**config.mk**
```make
export PLATFORM = sky130hd
export DESIGN_NAME = ffe_slicer
export DESIGN_NICKNAME = d
export VERILOG_FILES = /design/src/rtl/eq_pkg.sv /design/src/rtl/slicer_err.sv /design/src/rtl/ffe_slicer.sv
export SDC_FILE = /design/constraint.sdc
export NUM_CORES = 2
export LEC_CHECK = 0
export BUFFER_PORTS_ARGS = -buffer_cell sky130_fd_sc_hd__buf_2
export CORE_MARGIN = 8
export CORE_UTILIZATION = 25
export CTS_CLUSTER_DIAMETER = 40
export DETAILED_ROUTE_END_ITERATION = 7
export PLACE_DENSITY_LB_ADDON = 0.3
export SLEW_MARGIN = 20
export SYNTH_ARGS = -nofsm -noshare
export SYNTH_HDL_FRONTEND = slang
export SYNTH_SLANG_ARGS = --single-unit
```
**constraint.sdc**
```tcl
create_clock -name i_clk -period 8.4 [get_ports i_clk]
set_input_delay 1.68 -clock i_clk [delete_from_list [all_inputs] [get_ports i_clk]]
set_output_delay 1.68 -clock i_clk [all_outputs]
set_load 0.01 [all_outputs]
```
**src/rtl/eq_pkg.sv**
```systemverilog
// Shared widths and constants for the feed-forward equalizer and its slicer.
// Optional feature macro: FFE_ERR_SAT_EN (saturating error output, see slicer_err).
package eq_pkg;

  // Sample and coefficient formats are both S(9,7)
  localparam int unsigned DATA_BW     = 9;
  localparam int unsigned COEF_BW     = 9;
  localparam int unsigned N_COEF      = 7;

  // Full-precision product S(18,14); the sum gains log2 headroom for the tap count
  localparam int unsigned PROD_BW     = DATA_BW + COEF_BW;
  localparam int unsigned SUM_BW      = PROD_BW + $clog2(N_COEF);

  // Error is formed one bit wider than the sum, then floored to 2^-7 resolution
  localparam int unsigned ERR_FULL_BW = SUM_BW + 1;
  localparam int unsigned ERR_BW      = 8;
  localparam int unsigned ERR_SHIFT   = 7;

  // Decision level +/-0.5 at 2^-14 resolution
  localparam int          DEC_LEVEL   = 8192;

endpackage

```
**src/rtl/slicer_err.sv**
```systemverilog
// Binary slicer plus decision-error generator (purely combinational).
// Macro FFE_ERR_SAT_EN: clamp the 8-bit error instead of wrapping it.
module slicer_err
  import eq_pkg::*;
#(
  parameter int unsigned SUM_W = SUM_BW
) (
  input  logic signed [SUM_W-1:0]  i_sum,
  output logic                     o_symbol,
  output logic signed [ERR_BW-1:0] o_error
);

  localparam int unsigned FULL_W = SUM_W + 1;

  logic signed [FULL_W-1:0] dec;
  logic signed [FULL_W-1:0] err_full;
`ifdef FFE_ERR_SAT_EN
  localparam logic signed [FULL_W-1:0] ErrMax = FULL_W'(2 ** (ERR_BW - 1) - 1);
  localparam logic signed [FULL_W-1:0] ErrMin = -FULL_W'(2 ** (ERR_BW - 1));
  logic signed [FULL_W-1:0] err_trunc;
`else
  logic signed [ERR_BW-1:0] err_trunc;
`endif

  // Decide the symbol, form d - sum, floor to 2^-7 and narrow to 8 bits
  always_comb begin
    o_symbol = ~i_sum[SUM_W-1];
    dec      = o_symbol ? FULL_W'(DEC_LEVEL) : -FULL_W'(DEC_LEVEL);
    err_full = dec - FULL_W'(i_sum);
`ifdef FFE_ERR_SAT_EN
    err_trunc = err_full >>> ERR_SHIFT;
    if (err_trunc > ErrMax) begin
      o_error = {1'b0, {(ERR_BW - 1){1'b1}}};
    end else if (err_trunc < ErrMin) begin
      o_error = {1'b1, {(ERR_BW - 1){1'b0}}};
    end else begin
      o_error = err_trunc[ERR_BW-1:0];
    end
`else
    // Arithmetic shift floors; keeping the low bits gives two's-complement wrap
    err_trunc = ERR_BW'(err_full >>> ERR_SHIFT);
    o_error   = err_trunc;
`endif
  end

endmodule

```
**src/rtl/ffe_slicer.sv**
```systemverilog
// Seven-tap FIR feed-forward equalizer with binary slicer and LMS error output.
// Pipeline: delay-line load -> registered products -> registered sum/decision/error.
// Macro FFE_ERR_SAT_EN selects a saturating (instead of wrapping) error output.
module ffe_slicer
  import eq_pkg::ERR_BW;
#(
  parameter int unsigned DATA_BW = eq_pkg::DATA_BW,
  parameter int unsigned COEF_BW = eq_pkg::COEF_BW,
  parameter int unsigned N_COEF  = eq_pkg::N_COEF
) (
  input  logic                                     i_clk,
  input  logic                                     i_rst_n,
  input  logic                                     i_valid,
  input  logic signed [DATA_BW-1:0]                i_data,
  input  logic        [COEF_BW*N_COEF-1:0]         i_coefs,
  output logic                                     o_valid,
  output logic signed [DATA_BW+COEF_BW+$clog2(N_COEF)-1:0] o_y,
  output logic                                     o_symbol,
  output logic signed [ERR_BW-1:0]                 o_error
);

  localparam int unsigned PROD_W = DATA_BW + COEF_BW;
  localparam int unsigned SUM_W  = PROD_W + $clog2(N_COEF);

  logic signed [DATA_BW-1:0] x_q    [N_COEF];
  logic signed [COEF_BW-1:0] coef   [N_COEF];
  logic signed [PROD_W-1:0]  prod_d [N_COEF];
  logic signed [PROD_W-1:0]  prod_q [N_COEF];
  logic signed [SUM_W-1:0]   sum_d;
  logic                      vld_x_q;
  logic                      vld_p_q;
  logic                      valid_q;
  logic signed [SUM_W-1:0]   y_q;
  logic                      symbol_q;
  logic signed [ERR_BW-1:0]  error_q;
  logic                      symbol_d;
  logic signed [ERR_BW-1:0]  error_d;

  // Tap delay line: shift in one sample per accepted valid, hold otherwise
  always_ff @(posedge i_clk or negedge i_rst_n) begin
    if (!i_rst_n) begin
      for (int unsigned k = 0; k < N_COEF; k++) x_q[k] <= '0;
    end else if (i_valid) begin
      x_q[0] <= i_data;
      for (int unsigned k = 1; k < N_COEF; k++) x_q[k] <= x_q[k-1];
    end
  end

  // Unpack taps and form full-precision products against the live coefficients
  always_comb begin
    for (int unsigned k = 0; k < N_COEF; k++) begin
      coef[k]   = $signed(i_coefs[COEF_BW*k +: COEF_BW]);
      prod_d[k] = PROD_W'(x_q[k]) * PROD_W'(coef[k]);
    end
  end

  // Stage 1: register products on the edge after a delay-line load
  always_ff @(posedge i_clk or negedge i_rst_n) begin
    if (!i_rst_n) begin
      for (int unsigned k = 0; k < N_COEF; k++) prod_q[k] <= '0;
    end else if (vld_x_q) begin
      for (int unsigned k = 0; k < N_COEF; k++) prod_q[k] <= prod_d[k];
    end
  end

  // Adder tree; headroom bits make overflow impossible
  always_comb begin
    sum_d = '0;
    for (int unsigned k = 0; k < N_COEF; k++) sum_d = sum_d + SUM_W'(prod_q[k]);
  end

  slicer_err #(
    .SUM_W (SUM_W)
  ) u_slicer_err (
    .i_sum    (sum_d),
    .o_symbol (symbol_d),
    .o_error  (error_d)
  );

  // Stage 2: register sum, decision and error only for a valid product set
  always_ff @(posedge i_clk or negedge i_rst_n) begin
    if (!i_rst_n) begin
      y_q      <= '0;
      symbol_q <= 1'b0;
      error_q  <= '0;
    end else if (vld_p_q) begin
      y_q      <= sum_d;
      symbol_q <= symbol_d;
      error_q  <= error_d;
    end
  end

  // Valid pipeline tracks each sample through both stages; reset drops in-flight work
  always_ff @(posedge i_clk or negedge i_rst_n) begin
    if (!i_rst_n) begin
      vld_x_q <= 1'b0;
      vld_p_q <= 1'b0;
      valid_q <= 1'b0;
    end else begin
      vld_x_q <= i_valid;
      vld_p_q <= vld_x_q;
      valid_q <= vld_p_q;
    end
  end

  assign o_valid  = valid_q;
  assign o_y      = y_q;
  assign o_symbol = symbol_q;
  assign o_error  = error_q;

endmodule

```
==> flow_summary.yaml <==
synth:
  synth-seq-cells: 222
  synth.yosys.seq_area_share_pct: 17.1
  synth_edf_count: 0
  synthFlopType: "dfrtp_1"
  yosys.cell_types.count: 58
  synth_area_per_cell_um2: 9.90
  ys_warn_count: 0
  synth_top_area_share_pct: 35.9
  syn_inst: 3276
  synth.top_cells.by_area: "fa_1, dfrtp_1, ha_1, inv_1, mux2_2"
  syn_nets: 4221
  async_reset_ff_share_pct: 100
  yosysMostFrequentCell: "inv_1"
  synth_common_cells: "inv_1, fa_1, nand2_1"
  syn-cell-area_um2: 32400
  synth_area_leader_cell: "fa_1"
sta:
  fin_setup_tns_ns: 0
  finalHoldViolCount: 0
  fmax_mhz: 160
  period_share_pct: 74.5
  fin_skew_ns: 0.0358
  finalCriticalPeriod_ns: 6.26
  rsz0062_at_grt: "no"
  setup_viol: 0
  worst_slew_pin_slew_ns: 0.890
  timing.slew.headroom_pct: 40.7
  maxSlewViolCount: 0
placement:
  placed_area_um2: 34700
  portBuffers: 105
  placedCellCount: 4996
  dp_hpwl_um: 66100
  place_congestion: 0.788
floorplanning:
  floorplan.rows: 132
  die_area_um2: 141000
  core_area_um2: 129000
  die_w_um: 376
  die_y_um: 376
  start_util_pct: 25.1
  pin_count: 106
setup_path:
  r2r.worst_path.cells: 18
  crit_type: "in2reg"
  worstReg2RegStart: "prod_q[55]$_DFFE_PN0P_"
  arrival_ns: 6.75
  reg2reg_slack_ns: 2.66
  cp_max_fo: 9
  reg2reg_to: "o_error[7]$_DFFE_PN0P_"
  cp-end-kind: "flip-flop"
  worstPathRequired_ns: 8.89
  crit_path_start_kind: "primary input"
detailed_routing:
  ant_nets: 0
  wl_met2_um: 38000
  top_layer: "met5"
  drc: 0
  drt_iter0_markers: 906
  avgRoutedWirePerCell_um: 15.5
  drt-total-wl_um: 79100
  drt_pass1_iterations: 4
  wl_met1_um: 36600
  dr_total_vias: 21300
  wl_met3_um: 2730
  viasPerCell: 4.17
global_route:
  gr-total-overflow: 0
  antenna_found_initial: 15
  grt_pass1_wl_um: 130000
  grt_max_degree: 126
  grt_pass1_vias: 23300
  grt_use_total_pct: 11.4
flow_run:
  cap_viol_max_count: 0
clock_network:
  insertion_delay_ns: 0.61
  post_cts_buffers: 0
  ctsHoldBuffers: 0
  numCtsBuffers: 52
  clock_path_buffers: 3
  clkTransAtPathRegs_ns: 0.05
  cts_tree: "built"
  cts.repair.resized: 0
  clock_sinks: 222
  root_buffer: "clkbuf_16"
  htree_levels: 2
outcome:
  status: "finished, final reports clean"
min_path:
  hold_depth: 1
  min_from: "o_y[20]$_DFFE_PN0P_"
  hp-class: "reg2reg"
  hold_end: "o_y[20]$_DFFE_PN0P_"
cells_and_area:
  num-fill-cells: 13800
  instances_no_fill: 5099
  final_cell_area_um2: 36600
  area_delta_synth_final_pct: 13.0
  post_route_cells_drive_above_1_share_pct: 10.7
  nets: 4253
  utilization_pct: 28.4
[routing by layer]
metal,track usage (%),vias to the layer above
met5,0,-
met4,2.42,4
met3,1.92,129
met2,19.3,288
met1,15.4,10800
li1,-,10000
[registers in the layout (all words and copies together), names as in the netlist]
signal and count:
prod_q 126, vld_x_q 1, vld_p_q 1, o_error 8, o_symbol 1, o_y 21
o_valid 1, x_q 63
[cell usage in the layout, fill, tap and decap left out, drive strengths merged, types with 4 or more instances in the layout]
master    count
and2        240
inv         730
ha          288
o21a          5
a31oi         4
or3           4
fa          582
and3         11
bufinv        9
nor3         19
nand2       324
a21o         49
o41ai        13
buf         111
mux2        138
clkinvlp      5
xor2         43
diode         5
a31o          4
a21oi        64
nand2b       53
xnor2       109
o21bai       10
nor2b         6
nor2         73
nand3        26
clkbuf       61
clkinv       12
a211oi        5
o21ai        91
dfrtp       222
[per-stage QoR]
step | setup slack (ns) | hold WS [ns]
after floorplan | 1.79 | 0.352
after global placement | 1.52 | 0.459
after detailed placement | 1.51 | 0.485
after CTS | 2.16 | 0.496
after global routing | 1.81 | 0.519
final | 2.14 | 0.486
[layout make-up]
class                   count  area [um^2]  share of cell area [%]
repair buffers            111          596                    1.63
flip-flops and latches    222         5560                    15.2
multi-input cells        2202        23700                    64.6
well taps                1742         2180                    5.95
clock buffers              61         1400                    3.81
clock inverters            37          533                    1.45
diodes                      5         12.5                  0.0341
inverters                 719         2700                    7.37
[kinds of logic (layout without fill, tap and decap cells)]
group | after synthesis | after routing | synth area share, %
fa+ha+maj | 870 | 870 | 47.1
buf+inv | 852 | 928 | 9.87
simple gates | 774 | 774 | 11.8
compound gates | 266 | 266 | 5.18
flops | 222 | 222 | 17.1
xor+xnor | 152 | 152 | 4.13
mux | 140 | 140 | 4.85
other cells | 0 | 5 | 0
[worst max-delay path by stage]
stage	endpoint	cells past startpoint	slack, ns	from
floorplan	prod_q[107]$_DFFE_PN0P_	22	1.79	i_coefs[9]
global placement	prod_q[107]$_DFFE_PN0P_	22	1.52	i_coefs[9]
detailed placement	prod_q[35]$_DFFE_PN0P_	22	1.51	i_coefs[45]
CTS	prod_q[35]$_DFFE_PN0P_	22	2.16	i_coefs[45]
global route	prod_q[107]$_DFFE_PN0P_	22	1.81	i_coefs[9]
finish	prod_q[107]$_DFFE_PN0P_	22	2.14	i_coefs[9]
[critical path, cell delays in order]
cell,delay [ns]
buf_2,0.16
and2_1,0.19
fa_1,0.53
inv_1,0.05
fa_1,0.51
inv_1,0.04
ha_1,0.26
inv_1,0.04
fa_1,0.47
inv_1,0.04
ha_1,0.27
ha_1,0.22
fa_1,0.46
a21o_1,0.19
a21o_1,0.19
a21o_1,0.17
a21o_1,0.19
a21oi_1,0.19
o21ai_0,0.15
o41ai_1,0.34
xnor2_1,0.13
mux2_2,0.27
Power is not shown: default switching activity piles up to over one toggle a cycle in this logic, so the estimate is an artifact.
